**src/rtl/hub75_bcm_scan_ctrl_if.sv**
```systemverilog
// HUB75 scan controller bus: host controls in, panel/frame-buffer strobes out.
// master = controller side, slave = host/panel side.
interface hub75_bcm_scan_ctrl_if #(
  parameter int COLS     = 64,
  parameter int ROW_BITS = 5,
  parameter int BPP      = 8
);
  localparam int CW = $clog2(COLS);
  localparam int PW = (BPP > 1) ? $clog2(BPP) : 1;

  logic                init;
  logic                loop;
  logic [7:0]          brightness;
  logic                swap_req;
  logic [CW-1:0]       col_addr;
  logic [ROW_BITS-1:0] row_rd;
  logic [PW-1:0]       plane;
  logic                buf_sel;
  logic                px_clk_en;
  logic                latch;
  logic                noe;
  logic [ROW_BITS-1:0] row_addr;
  logic                busy;
  logic                frame_done;

  modport master (
    input  init, loop, brightness, swap_req,
    output col_addr, row_rd, plane, buf_sel,
    output px_clk_en, latch, noe, row_addr,
    output busy, frame_done
  );

  modport slave (
    output init, loop, brightness, swap_req,
    input  col_addr, row_rd, plane, buf_sel,
    input  px_clk_en, latch, noe, row_addr,
    input  busy, frame_done
  );
endinterface

```
**src/rtl/hub75_bcm_scan_ctrl.sv**
```systemverilog
// HUB75 BCM scan sequencer: clk, rst, bus (init/loop/brightness/swap_req in;
// col/row/plane/buf_sel addresses, px_clk_en/latch/noe/row_addr, busy/frame_done out).
module hub75_bcm_scan_ctrl #(
  parameter int COLS       = 64,
  parameter int ROW_BITS   = 5,
  parameter int BPP        = 8,
  parameter int BASE_DELAY = 16,
  parameter int BLANK_CYC  = 2
) (
  input logic clk,
  input logic rst,
  hub75_bcm_scan_ctrl_if.master bus
);
  localparam int CW   = $clog2(COLS);
  localparam int PW   = (BPP > 1) ? $clog2(BPP) : 1;
  localparam int WMAX = BASE_DELAY << (BPP - 1);
  localparam int DW   = $clog2(WMAX) + 1;
  localparam int BW   = $clog2(BLANK_CYC) + 1;

  typedef enum logic [2:0] {
    IDLE, FETCH, SHIFT, BLANK,
    LATCH, DISP, NEXT, FEND
  } state_t;

  state_t              state_q, state_d;
  logic [CW-1:0]       col_q, col_d;
  logic [ROW_BITS-1:0] row_q, row_d;
  logic [PW-1:0]       plane_q, plane_d;
  logic [DW-1:0]       dly_q, dly_d;
  logic [BW-1:0]       bcnt_q, bcnt_d;
  logic [DW-1:0]       thr_q, thr_d;
  logic                buf_q, buf_d;
  logic                pend_q, pend_d;
  logic [ROW_BITS-1:0] rowo_q, rowo_d;

  logic [DW-1:0]   win;
  logic [DW+7:0]   prod;
  logic            col_last;
  logic            plane_last;
  logic            row_last;
  logic            blank_last;
  logic            disp_last;

  assign win        = DW'(BASE_DELAY) << plane_q;
  assign prod       = (DW+8)'(win) * (DW+8)'(bus.brightness);
  assign col_last   = (col_q == CW'(COLS - 1));
  assign plane_last = (plane_q == PW'(BPP - 1));
  assign row_last   = &row_q;
  assign blank_last = (bcnt_q == BW'(BLANK_CYC - 1));
  assign disp_last  = (dly_q == win - DW'(1));

  always_ff @(posedge clk or posedge rst) begin
    if (rst) begin
      state_q <= IDLE;
      col_q   <= '0;
      row_q   <= '0;
      plane_q <= '0;
      dly_q   <= '0;
      bcnt_q  <= '0;
      thr_q   <= '0;
      buf_q   <= 1'b0;
      pend_q  <= 1'b0;
      rowo_q  <= '0;
    end else begin
      state_q <= state_d;
      col_q   <= col_d;
      row_q   <= row_d;
      plane_q <= plane_d;
      dly_q   <= dly_d;
      bcnt_q  <= bcnt_d;
      thr_q   <= thr_d;
      buf_q   <= buf_d;
      pend_q  <= pend_d;
      rowo_q  <= rowo_d;
    end
  end

  always_comb begin
    state_d = state_q;
    unique case (state_q)
      IDLE:  if (bus.init) state_d = FETCH;
      FETCH: state_d = SHIFT;
      SHIFT: state_d = col_last ? BLANK : FETCH;
      BLANK: if (blank_last) state_d = LATCH;
      LATCH: state_d = DISP;
      DISP:  if (disp_last) state_d = NEXT;
      NEXT:  state_d = (plane_last && row_last)
                       ? FEND : FETCH;
      FEND:  state_d = bus.loop ? FETCH : IDLE;
      default: state_d = IDLE;
    endcase
  end

  always_comb begin
    col_d   = col_q;
    row_d   = row_q;
    plane_d = plane_q;
    dly_d   = dly_q;
    bcnt_d  = bcnt_q;
    thr_d   = thr_q;
    buf_d   = buf_q;
    pend_d  = pend_q | bus.swap_req;
    rowo_d  = rowo_q;
    unique case (state_q)
      SHIFT: col_d = col_last ? '0 : col_q + CW'(1);
      BLANK: begin
        if (bcnt_q == '0) rowo_d = row_q;
        bcnt_d = blank_last ? '0 : bcnt_q + BW'(1);
      end
      LATCH: begin
        dly_d = '0;
        thr_d = (bus.brightness == 8'hFF)
                ? win : prod[DW+7:8];
      end
      DISP: dly_d = dly_q + DW'(1);
      NEXT: begin
        dly_d = '0;
        if (plane_last) begin
          plane_d = '0;
          row_d   = row_q + ROW_BITS'(1);
        end else begin
          plane_d = plane_q + PW'(1);
        end
      end
      FEND: begin
        // a request landing in this cycle waits for the next frame end
        if (pend_q) buf_d = ~buf_q;
        pend_d = bus.swap_req;
      end
      default: ;
    endcase
  end

  always_comb begin
    bus.col_addr   = col_q;
    bus.row_rd     = row_q;
    bus.plane      = plane_q;
    bus.buf_sel    = buf_q;
    bus.row_addr   = rowo_q;
    bus.px_clk_en  = (state_q == SHIFT);
    bus.latch      = (state_q == LATCH);
    bus.frame_done = (state_q == FEND);
    bus.busy       = (state_q != IDLE);
    bus.noe        = !((state_q == DISP) &&
                       (dly_q < thr_q));
  end
endmodule

```
**src/flat_wrapper.sv**
```systemverilog
// flat-port wrapper written by rule: the top's interface ports become plain ports
module hub75_bcm_scan_ctrl_flat 
#(
  parameter int COLS       = 64,
  parameter int ROW_BITS   = 5,
  parameter int BPP        = 8,
  parameter int BASE_DELAY = 16,
  parameter int BLANK_CYC  = 2
)
  (clk, rst, bus_init, bus_loop, bus_brightness, bus_swap_req, bus_col_addr, bus_row_rd, bus_plane, bus_buf_sel, bus_px_clk_en, bus_latch, bus_noe, bus_row_addr, bus_busy, bus_frame_done);
  hub75_bcm_scan_ctrl_if #(.COLS(COLS), .ROW_BITS(ROW_BITS), .BPP(BPP)) bus_i ();
  input logic clk;
  input logic rst;
  input wire logic [$bits(bus_i.init)-1:0] bus_init;
  input wire logic [$bits(bus_i.loop)-1:0] bus_loop;
  input wire logic [$bits(bus_i.brightness)-1:0] bus_brightness;
  input wire logic [$bits(bus_i.swap_req)-1:0] bus_swap_req;
  output wire logic [$bits(bus_i.col_addr)-1:0] bus_col_addr;
  output wire logic [$bits(bus_i.row_rd)-1:0] bus_row_rd;
  output wire logic [$bits(bus_i.plane)-1:0] bus_plane;
  output wire logic [$bits(bus_i.buf_sel)-1:0] bus_buf_sel;
  output wire logic [$bits(bus_i.px_clk_en)-1:0] bus_px_clk_en;
  output wire logic [$bits(bus_i.latch)-1:0] bus_latch;
  output wire logic [$bits(bus_i.noe)-1:0] bus_noe;
  output wire logic [$bits(bus_i.row_addr)-1:0] bus_row_addr;
  output wire logic [$bits(bus_i.busy)-1:0] bus_busy;
  output wire logic [$bits(bus_i.frame_done)-1:0] bus_frame_done;
  assign bus_i.init = bus_init;
  assign bus_i.loop = bus_loop;
  assign bus_i.brightness = bus_brightness;
  assign bus_i.swap_req = bus_swap_req;
  assign bus_col_addr = bus_i.col_addr;
  assign bus_row_rd = bus_i.row_rd;
  assign bus_plane = bus_i.plane;
  assign bus_buf_sel = bus_i.buf_sel;
  assign bus_px_clk_en = bus_i.px_clk_en;
  assign bus_latch = bus_i.latch;
  assign bus_noe = bus_i.noe;
  assign bus_row_addr = bus_i.row_addr;
  assign bus_busy = bus_i.busy;
  assign bus_frame_done = bus_i.frame_done;
  hub75_bcm_scan_ctrl #(.COLS(COLS), .ROW_BITS(ROW_BITS), .BPP(BPP), .BASE_DELAY(BASE_DELAY), .BLANK_CYC(BLANK_CYC)) u_core (.clk(clk), .rst(rst), .bus(bus_i));
endmodule
```
**config.mk**
```make
export PLATFORM = sky130hd
export DESIGN_NAME = hub75_bcm_scan_ctrl_flat
export DESIGN_NICKNAME = d
export VERILOG_FILES = /design/src/rtl/hub75_bcm_scan_ctrl_if.sv /design/src/rtl/hub75_bcm_scan_ctrl.sv /design/src/flat_wrapper.sv
export SDC_FILE = /design/constraint.sdc
export NUM_CORES = 1
export LEC_CHECK = 0
export ABC_AREA = 1
export BUFFER_PORTS_ARGS = -buffer_cell sky130_fd_sc_hd__buf_4
export CAP_MARGIN = 20
export CORE_UTILIZATION = 30
export DETAILED_ROUTE_END_ITERATION = 10
export PLACE_DENSITY_LB_ADDON = 0.12
export SKIP_CTS_REPAIR_TIMING = 1
export SLEW_MARGIN = 20
export SYNTH_ARGS = -nofsm -noshare
export SYNTH_HDL_FRONTEND = slang
export SYNTH_SLANG_ARGS = --single-unit
```
**constraint.sdc**
```tcl
create_clock -name clk -period 12.1 [get_ports clk]
set_input_delay 1.21 -clock clk [delete_from_list [all_inputs] [get_ports clk]]
set_output_delay 1.21 -clock clk [all_outputs]
set_load 0.01 [all_outputs]
```
==> results.cfg <==
[synthesis]
synth.avg_cell_area_um2 = 7.533
ys_top_cells_by_area = dfrtp_1, fa_1, ha_1
synth_top_area_cell = dfrtp_1
ys_types = 44
synth-edff-count = 0
syn-cell-area_um2 = 5137
synth_common_cells = nand2_1, inv_1, nor2_1, ha_1, dfrtp_1
yosysTopAreaCellShare_pct = 24.35
ys_warn_count = 0
yosysSeqAreaShare_pct = 24.35
ys_ff_latch = 50
synth.most_common_cell = nand2_1
netlist_instances = 682
async_reset_ff_share_pct = 100.0
syn-num-nets = 786
synthFlopType = dfrtp_1

[setup_path]
cp.arrival_ns = 5.25
path_cells = inv_1 -> ha_1 -> nand2_1 -> inv_1 -> nand2_1 -> fa_1 -> fa_1 -> inv_1 -> fa_1 -> inv_1 -> fa_1 -> inv_1 -> ha_1 -> a21oi_1 -> o21ai_0 -> a21oi_1 -> nand2_1 -> nand2_1 -> nand3_1 -> nand2_1 -> o21ai_1
slowest_stage = fa_1
cp.required_ns = 12.27
r2r_start = u_core.bus.plane[0]
r2r-end = u_core.thr_q[8]
cp-end-kind = flop
start_kind = flop
r2r_slack_ns = 7.02
crit_type = flop to flop
ff2ff_path_depth = 21
cp-startpoint = u_core.bus.plane[0]
crit_fanout = 11
cp_num_buf_inv = 5
crit_family = adder cells
cp_slowest_stage_delay_ns = 0.53
crit_end = u_core.thr_q[8]
worst-path-stages = 21

[finish]
final_core_util_pct = 34.80
fin_area_um2 = 5792
nNetsFinal = 824
final_cells = 940
diodes = 0
syn_to_final_growth_pct = 12.74
drive_gt1_share_pct = 10.28

[route]
wirelength_um = 13220
routedWlPerCell_um = 14.06
first_pass_iters = 5
vias = 4446
antenna_left = 0
viasPerCell = 4.730
drt-initial-drc-count = 342
drcViolationCount = 0

[placed_design]
place_hpwl_um = 10760
numPortBuffers = 37
gp_congestion = 0.8809
place_area_um2 = 5659
dp_worst_setup_slack_ns = 6.789
dp_cells = 933

[clock_tree]
cts_buffers = 5
clock_sinks = 50
h-tree-depth = 2
clock-root-buffer = clkbuf_16
clk_latency_ns = 0.29
tritoncts = yes
clockBufferDepth = 2
clkSlewWorstSetupHoldPaths_ns = 0.06

[global_route]
grt_overflow = 0
grt_pass1_wl_um = 22830
antenna_found_initial = 0
grt_pass1_vias = 4469
grt_max_degree = 28
grt_use_total_pct = 16.16

[sta]
slew_headroom_pct = 56.19
hold_viol = 0
worstMarginPinSlew_ns = 0.6571
rsz0062_at_grt = no
fmax_ghz = 0.1969
maxSlewViolCount = 0
skew_ns = 0.006032
worst_slack_ns = 7.021
fin_crit_ns = 5.079
tns_ns = 0
hold_ws_ns = 0.4808
setup_viol = 0
post-route-period-util_pct = 41.98

[power]
p_total_mw = 1.035
netSwitchingPower_uw = 520.7
vdd_drop_max_v = 0.00006594
p_per_area_nw_per_um2 = 178.7
power.internal_uw = 514.3
leakagePower_nw = 3.238
combPwrFrac_pct = 63.7
pwr-share-seq_pct = 23.3
swShare_pct = 50.31
clkPwrFrac_pct = 13.1

[floorplan]
rows = 47
dieArea_um2 = 17650
die_h_um = 132.9
floorplan.initialDensity_pct = 30.87
core_um2 = 16640
dieWidth_um = 132.9
ios = 38

[hold_path]
hp-class = flop to flop

[flow_run]
cap_violations = 0

[outcome]
status = finished, final reports clean
[power by group through the flow]
stage / Sequential, mW / Combinational [mW] / Clock [mW]
after CTS: 0.242 / 0.669 / 0.141
after floorplan: 0.242 / 0.483 / 0
final: 0.241 / 0.659 / 0.135
after global placement: 0.243 / 0.662 / 0
after detailed placement: 0.245 / 0.664 / 0
after global routing: 0.247 / 0.768 / 0.145
[cells by family (layout without fill, tap and decap cells)]
| group | after synthesis | in the layout | share of synthesized area (%) |
|---|---|---|---|
| AOI/OAI and AO/OA | 84 | 84 | 8.719 |
| xor gates and xnor gates | 13 | 13 | 2.216 |
| adders and majority gates | 91 | 91 | 27.42 |
| buffers and inverters | 151 | 189 | 11.40 |
| DFF | 50 | 50 | 24.35 |
| muxes | 1 | 1 | 0.1948 |
| and+or+nand+nor | 292 | 292 | 25.69 |
[placed cells by master, fill, tap and decap left out, types with 3 or more instances in the layout]
cell	n
buf_4	39
xor2_1	10
fa_1	36
nor3_1	7
o22ai_1	3
nand4_1	6
nand3_1	47
nand2_1	137
a21oi_1	26
nor2_1	65
nor4_1	4
inv_2	6
inv_1	135
o21ai_0	37
dfrtp_1	50
nand2_2	8
ha_1	55
xnor2_1	3
clkbuf_16	5
o21ai_1	9
[registers in the layout, indices dropped and copies added, names as in the netlist]
register and count:
u_core.thr_q 12, u_core.bus.plane 3, u_core.state_q 3, u_core.bus.row_addr 5, u_core.bus.buf_sel 1, u_core.bcnt_q 2, u_core.bus.row_rd 5, u_core.pend_q 1
u_core.dly_q 12, u_core.bus.col_addr 6
[how the worst min path moves through the flow]
stage | startpoint | to | depth (start not counted)
finish | u_core.bus.buf_sel | u_core.bus.buf_sel | 1
global route | u_core.bus.buf_sel | u_core.bus.buf_sel | 1
CTS | u_core.thr_q[0] | u_core.thr_q[0] | 2
detailed placement | u_core.thr_q[0] | u_core.thr_q[0] | 2
global placement | u_core.bus.buf_sel | u_core.bus.buf_sel | 1
floorplan | u_core.thr_q[0] | u_core.thr_q[0] | 2
[area by class of cell]
cell class | instances | area [um2]
inverter | 143 | 539.3
timing repair buffer | 39 | 292.8
clock buffer | 7 | 132.6
sequential | 50 | 1251
multi-input combinational | 481 | 3301
tap | 220 | 275.3
fill | 1795 | 10850
[per-layer routing]
layer | part of all wire (%) | wire length, um | track usage, %
met3 | 4.4 | 575 | 2.414
met1 | 51 | 6701 | 23.36
met2 | 44 | 5791 | 25.80
met4 | 1.1 | 150 | 2.490
met5 | 0 | 0 | 0
Note: power is estimated with default switching activity, not from simulation.
